### src/rtl/lpc_stream_arbiter.sv
// rtl/lpc_stream_arbiter.sv - frame-level round-robin arbiter in front of lpc_encoder
// Grants the encoder to one channel per frame and tags coded output with its channel.
module lpc_stream_arbiter #(
  parameter int NUM_CH    = 4,
  parameter int CH_W      = 2,
  parameter int TAG_DEPTH = 4
) (
  input  logic                 ACLK,
  input  logic                 ARESET_N,
  input  logic [NUM_CH-1:0]    CH_EN,
  input  logic [NUM_CH*16-1:0] S_DATA,
  input  logic [NUM_CH-1:0]    S_VALID,
  input  logic [NUM_CH-1:0]    S_LAST,
  output logic [NUM_CH-1:0]    S_READY,
  output logic [15:0]          ENC_SOURCE,
  output logic                 ENC_VALID,
  output logic                 ENC_LAST,
  input  logic                 ENC_READY,
  input  logic [79:0]          ENC_CODED,
  input  logic                 ENC_OUT_VALID,
  input  logic                 ENC_OUT_LAST,
  output logic                 ENC_T_READY,
  output logic [79:0]          M_CODED,
  output logic                 M_VALID,
  output logic                 M_LAST,
  output logic [CH_W-1:0]      M_CH,
  input  logic                 M_READY,
  output logic                 BUSY
);

  localparam int TP_W  = $clog2(TAG_DEPTH);
  localparam int CNT_W = TP_W + 1;

  typedef enum logic {ST_IDLE, ST_STREAM} state_t;

  state_t           state_q, state_d;
  logic [CH_W-1:0]  grant_q, grant_d;
  logic [CH_W-1:0]  ptr_q, ptr_d;

  logic [CH_W-1:0]  tag_mem_q [TAG_DEPTH];
  logic [TP_W-1:0]  wr_ptr_q, rd_ptr_q;
  logic [CNT_W-1:0] count_q;

  logic [15:0]      s_data_arr [NUM_CH];
  logic [NUM_CH-1:0] elig;
  logic             tag_empty, tag_has_space, push, pop, any_elig;
  logic [CH_W-1:0]  pick, cand;

  function automatic logic [CH_W-1:0] ch_add(input logic [CH_W-1:0] base, input int unsigned off);
    return CH_W'((32'(base) + off) % 32'(NUM_CH));
  endfunction

  for (genvar i = 0; i < NUM_CH; i++) begin : g_unpack
    assign s_data_arr[i] = S_DATA[16*i +: 16];
  end

  assign tag_empty     = (count_q == '0);
  assign tag_has_space = (count_q < CNT_W'(TAG_DEPTH));
  assign elig          = S_VALID & CH_EN & {NUM_CH{tag_has_space}};

  // The tag is pushed on the very edge the last sample is accepted, so the
  // tag is always ahead of the coded word the encoder produces for it.
  assign push = (state_q == ST_STREAM) & S_VALID[grant_q] & ENC_READY & S_LAST[grant_q];
  assign pop  = ENC_OUT_VALID & ENC_T_READY & ENC_OUT_LAST;

  // Scan downward so the lowest offset from ptr_q overrides and wins.
  always_comb begin
    any_elig = 1'b0;
    pick     = '0;
    cand     = '0;
    for (int k = NUM_CH - 1; k >= 0; k--) begin
      cand = ch_add(ptr_q, 32'(k));
      if (elig[cand]) begin
        any_elig = 1'b1;
        pick     = cand;
      end
    end
  end

  always_ff @(posedge ACLK or negedge ARESET_N) begin
    if (!ARESET_N) begin
      state_q <= ST_IDLE;
      grant_q <= '0;
      ptr_q   <= '0;
    end else begin
      state_q <= state_d;
      grant_q <= grant_d;
      ptr_q   <= ptr_d;
    end
  end

  always_comb begin
    state_d = state_q;
    grant_d = grant_q;
    ptr_d   = ptr_q;
    case (state_q)
      ST_IDLE: begin
        if (any_elig) begin
          state_d = ST_STREAM;
          grant_d = pick;
          ptr_d   = ch_add(pick, 32'd1);
        end
      end
      ST_STREAM: begin
        if (push) state_d = ST_IDLE;
      end
      default: state_d = ST_IDLE;
    endcase
  end

  always_comb begin
    S_READY    = '0;
    ENC_SOURCE = '0;
    ENC_VALID  = 1'b0;
    ENC_LAST   = 1'b0;
    BUSY       = 1'b0;
    if (state_q == ST_STREAM) begin
      ENC_SOURCE       = s_data_arr[grant_q];
      ENC_VALID        = S_VALID[grant_q];
      ENC_LAST         = S_LAST[grant_q];
      S_READY[grant_q] = ENC_READY;
      BUSY             = 1'b1;
    end
  end

  // An empty tag FIFO with coded data pending is a protocol violation: stall it.
  assign M_CODED     = ENC_CODED;
  assign M_LAST      = ENC_OUT_LAST;
  assign M_VALID     = ENC_OUT_VALID & ~tag_empty;
  assign ENC_T_READY = M_READY & ~tag_empty;
  assign M_CH        = tag_empty ? '0 : tag_mem_q[rd_ptr_q];

  always_ff @(posedge ACLK or negedge ARESET_N) begin
    if (!ARESET_N) begin
      wr_ptr_q <= '0;
      rd_ptr_q <= '0;
      count_q  <= '0;
      for (int i = 0; i < TAG_DEPTH; i++) tag_mem_q[i] <= '0;
    end else begin
      if (push) begin
        tag_mem_q[wr_ptr_q] <= grant_q;
        wr_ptr_q            <= wr_ptr_q + 1'b1;
      end
      if (pop) rd_ptr_q <= rd_ptr_q + 1'b1;
      case ({push, pop})
        2'b10:   count_q <= count_q + 1'b1;
        2'b01:   count_q <= count_q - 1'b1;
        default: count_q <= count_q;
      endcase
    end
  end

endmodule

### config.mk
export PLATFORM = sky130hd
export DESIGN_NAME = lpc_stream_arbiter
export DESIGN_NICKNAME = d
export VERILOG_FILES = /design/src/rtl/lpc_stream_arbiter.sv
export SDC_FILE = /design/constraint.sdc
export NUM_CORES = 1
export LEC_CHECK = 0
export BUFFER_PORTS_ARGS = -buffer_cell sky130_fd_sc_hd__buf_2
export CORE_AREA = 2 2 106 108
export DETAILED_ROUTE_END_ITERATION = 8
export DIE_AREA = 0 0 108 110
export MAX_ROUTING_LAYER = met4
export SKIP_CTS_REPAIR_TIMING = 1
export SLEW_MARGIN = 20
export SYNTH_ARGS = -nofsm -noshare
export SYNTH_HDL_FRONTEND = slang
export SYNTH_SLANG_ARGS = --single-unit
### constraint.sdc
create_clock -name ACLK -period 2.7 [get_ports ACLK]
set_input_delay 0.54 -clock ACLK [delete_from_list [all_inputs] [get_ports ACLK]]
set_output_delay 0.54 -clock ACLK [all_outputs]
set_load 0.005 [all_outputs]
==> impl.org <==
** Outcome
- The flow ran to the end, and the final reports show no timing, DRC or antenna violations.

** Detailed routing
- Remaining number of nets flagged by the antenna check after routing :: 0
- DR vias/cell :: 4.21
- Summed over all layers, the routed wires come to 5950 um.
- Dividing the detail-routed wire length by the instance count gives 15.0 um.
- Iteration-0 DRC Markers :: 70
- Via count :: 1666
- For this run, design rule violations remaining after detail routing come to 0.
- 1st-pass router iterations :: 4

** Timing
- Setup repair after global routing left no endpoint under its margin.
- Measured against its own limit, the worst slew margin works out to 68.5%.
- Least-Margin Pin Slew :: 0.473 ns
- The final hold violation count is 0.
- The worst path uses 91.0% of the clock period.
- Max Clk Rate :: 0.407 GHz
- Final Setup Violations :: 0
- Across the routed clock network, the largest skew measured is 0.00349 ns.
- In the final timing run, aggregate negative setup slack is 0 ns.
- Setup slack closes at 0.244 ns.
- Crit path time final :: 2.46 ns
- The count of final max-slew check failures is 0.

** Logic synthesis
- Synth Area in Compound Gates :: 2.82%
- Most common flop cell mapped by yosys :: sky130_fd_sc_hd__dfrtp_1
- Averaged over all synthesized cells, the footprint is 10.4 um^2.
- Main combinational cell family by area after synthesis :: buffers and inverters
- The synthesized netlist devotes 3.52% of its cell area to adder and majority cells.
- Measured against the total synthesized area, the mux share comes to 25.0%.
- The synthesized netlist devotes 15.8% of its cell area to simple gates.
- Yosys printed 0 warnings.
- Area of the mapped netlist :: 2350 um^2
- Post-synthesis xor/xnor area fraction :: 2.61%
- sky130_fd_sc_hd__buf_4 takes more of the synthesized area than any other cell.
- Proportion of synthesized flip-flops having asynchronous set or reset :: 100%
- Number of enable flip-flop cells after synthesis :: 0
- Number of distinct library cells after synthesis :: 37
- Post-synth net total :: 393
- Post-Syn Instances :: 225
- The share of synthesized area in the top cell type comes to 25.9%.
- In the post-synthesis netlist, the biggest area contributors are sky130_fd_sc_hd__buf_4 (26%), sky130_fd_sc_hd__dfrtp_1 (21%), sky130_fd_sc_hd__mux4_2 (17%).
- #FFs+latches synth :: 20
- Sequential-to-total area share from yosys stat :: 21.3%

** Critical path
- Worst reg2reg path depth :: 10
- Critical path data required time :: 2.89 ns
- CP endpoint kind :: flop
- The startpoint identified for the worst register-to-register timing path is grant_q[0].
- Critical Path Fanout Max :: 8
- Worst reg2reg endpoint :: count_q[2]
- Across all register-to-register paths, the minimum setup slack is 0.24 ns.
- STA classifies the critical path startpoint as a flop.
- Data arrival at the endpoint of the critical path :: 2.64 ns
- By startpoint and endpoint, the worst setup path is classified as reg -> reg.

** Place
- Routability Congestion :: 0.826
- # port buffers :: 109
- Estimated wirelength of the detail-placed design :: 5190 um
- Worst setup slack before clock tree synthesis :: 0.0796 ns
- In this run the cell area measured after placement is 2460 um^2.

** Run
- Number of max-capacitance violations reported :: 0

** Layout
- Final cell utilization of the core :: 23.6%
- Total Nets Final :: 424
- Top library cells by usage in the layout, fill and taps aside :: sky130_fd_sc_hd__buf_2 (109), sky130_fd_sc_hd__dfrtp_1 (19), sky130_fd_sc_hd__mux4_2 (18), sky130_fd_sc_hd__and2_1 (18)
- Layout Cell Area excl Fill :: 2520 um^2
- Commonest non-fill, non-tap cell in the layout :: sky130_fd_sc_hd__buf_2
- Fraction of layout cells with a size suffix above 1 :: 60.0%
- Synth-to-Final Area Change :: 7.46%

** Power and ir drop
- Dividing total power by cell area gives a power density of 794 nW/um^2.
- In this run the static leakage power is 1.24 nW.
- Across the VDD grid, the largest voltage drop is 0.239 mV.

** Global routing
- Number of global-route vias before repair :: 1807
- The initial antenna violation count was 1.
- The first global-routing pass estimated 8760 um of wire.
- Across every metal layer, demand over resource in global routing totals 9.85%.
- Largest net degree at the start of global routing :: 23
- GRT overflow :: 0

** Clock network
- Counting every sink on the clock net gives 20.
- Longest Clk Path Bufs :: 2
- Clock tree from TritonCTS :: done
- CTS root buffer :: sky130_fd_sc_hd__clkbuf_8
- The number of clock buffers added by TritonCTS is 3.
- Clock-pin slew was measured on the worst setup and hold paths at 0.08 ns.
- H-tree levels :: 1
- Skew-Pair Late Insertion Delay :: 0.26 ns

** Floorplan
- The initial utilization of the core area, before any placement, comes to 22.0%.
- For this design the top-level I/O count stands at 270.
- DIE HEIGHT :: 110 um
- Die outline width :: 108 um
- Number of rows created at floorplan :: 38
- The floorplan step defined a core boundary enclosing 10700 um^2.
- Die footprint :: 11900 um^2

** Hold path
- The worst hold path belongs to the class in -> async.
[worst max path at each step]
stage | start | end | slack, ns | cells past startpoint
CTS | grant_q[0] | count_q[2] | 0.11 | 10
finish | grant_q[0] | count_q[2] | 0.24 | 10
floorplan | S_LAST[3] | count_q[2] | 0.36 | 10
detailed placement | S_LAST[3] | count_q[2] | 0.08 | 11
global route | grant_q[0] | count_q[2] | 0.08 | 10
global placement | S_LAST[3] | count_q[2] | 0.15 | 11
[kinds of logic after synthesis]
logic type	after synthesis
buffers and inverters	97
and+or+nand+nor	56
muxes	29
DFF	20
AOI/OAI and AO/OA	10
xor gates and xnor gates	7
adders and majority gates	6
[layout make-up]
| class | instances | area, um^2 |
|---|---|---|
| inverters | 8 | 30.0 |
| well taps | 140 | 175 |
| diodes | 1 | 2.50 |
| fillers | 1159 | 8170 |
| multi-input cells | 108 | 1170 |
| repair buffers | 115 | 591 |
| clock buffers | 4 | 55.1 |
| flip-flops and latches | 20 | 502 |
[critical path: stages, from the launching register on]
cell and delay (ns):
sky130_fd_sc_hd__dfrtp_2 0.45, sky130_fd_sc_hd__mux4_2 0.56, sky130_fd_sc_hd__nand2_2 0.14, sky130_fd_sc_hd__nor2_8 0.07, sky130_fd_sc_hd__inv_1 0.11, sky130_fd_sc_hd__ha_1 0.18
sky130_fd_sc_hd__inv_1 0.06, sky130_fd_sc_hd__fa_1 0.37, sky130_fd_sc_hd__xor2_1 0.15, sky130_fd_sc_hd__nor2_1 0.13, sky130_fd_sc_hd__xor2_1 0.15
[per-stage QoR]
stage	total power, W	hold WS (ns)	std cells
global placement	0.00178	0.485	391
floorplan	0.00148	0.244	225
detailed placement	0.00181	0.491	391
global route	0.00218	0.258	396
CTS	0.00204	0.241	395
finish	0.00200	0.227	396
[report_power, final]
group | switching, W | internal (W)
logic | 0.000505 | 0.000695
clock network | 0.000103 | 0.000130
registers | 0.000138 | 0.000434
[cells in the mapped netlist, types with 4 or more instances]
cell and n:
sky130_fd_sc_hd__nand3b_1 4, sky130_fd_sc_hd__nor2_1 6, sky130_fd_sc_hd__nor2b_1 5, sky130_fd_sc_hd__nand2_4 4, sky130_fd_sc_hd__inv_1 8, sky130_fd_sc_hd__and2_1 18
sky130_fd_sc_hd__buf_4 81, sky130_fd_sc_hd__ha_1 5, sky130_fd_sc_hd__nand2_1 5, sky130_fd_sc_hd__o21ai_0 4, sky130_fd_sc_hd__mux4_2 18, sky130_fd_sc_hd__dfrtp_1 20
sky130_fd_sc_hd__xnor2_1 4, sky130_fd_sc_hd__mux2_4 8
[flip-flops by register name, summed over array words and instances (netlist names)]
register   cells
wr_ptr_q       2
ptr_q          2
count_q        3
grant_q        2
tag_mem_q      8
rd_ptr_q       2
state_q        1
[routing by layer]
metal | wire length (um) | vias to the layer above | track usage [%]
met3 | 646 | 16 | 3.00
met4 | 78 | 0 | 3.30
met1 | 1880 | 797 | 8.49
li1 | - | 746 | -
met2 | 3340 | 107 | 20.0
met5 | 0 | - | -
No activity file was read; power rests on OpenSTA's default activity.
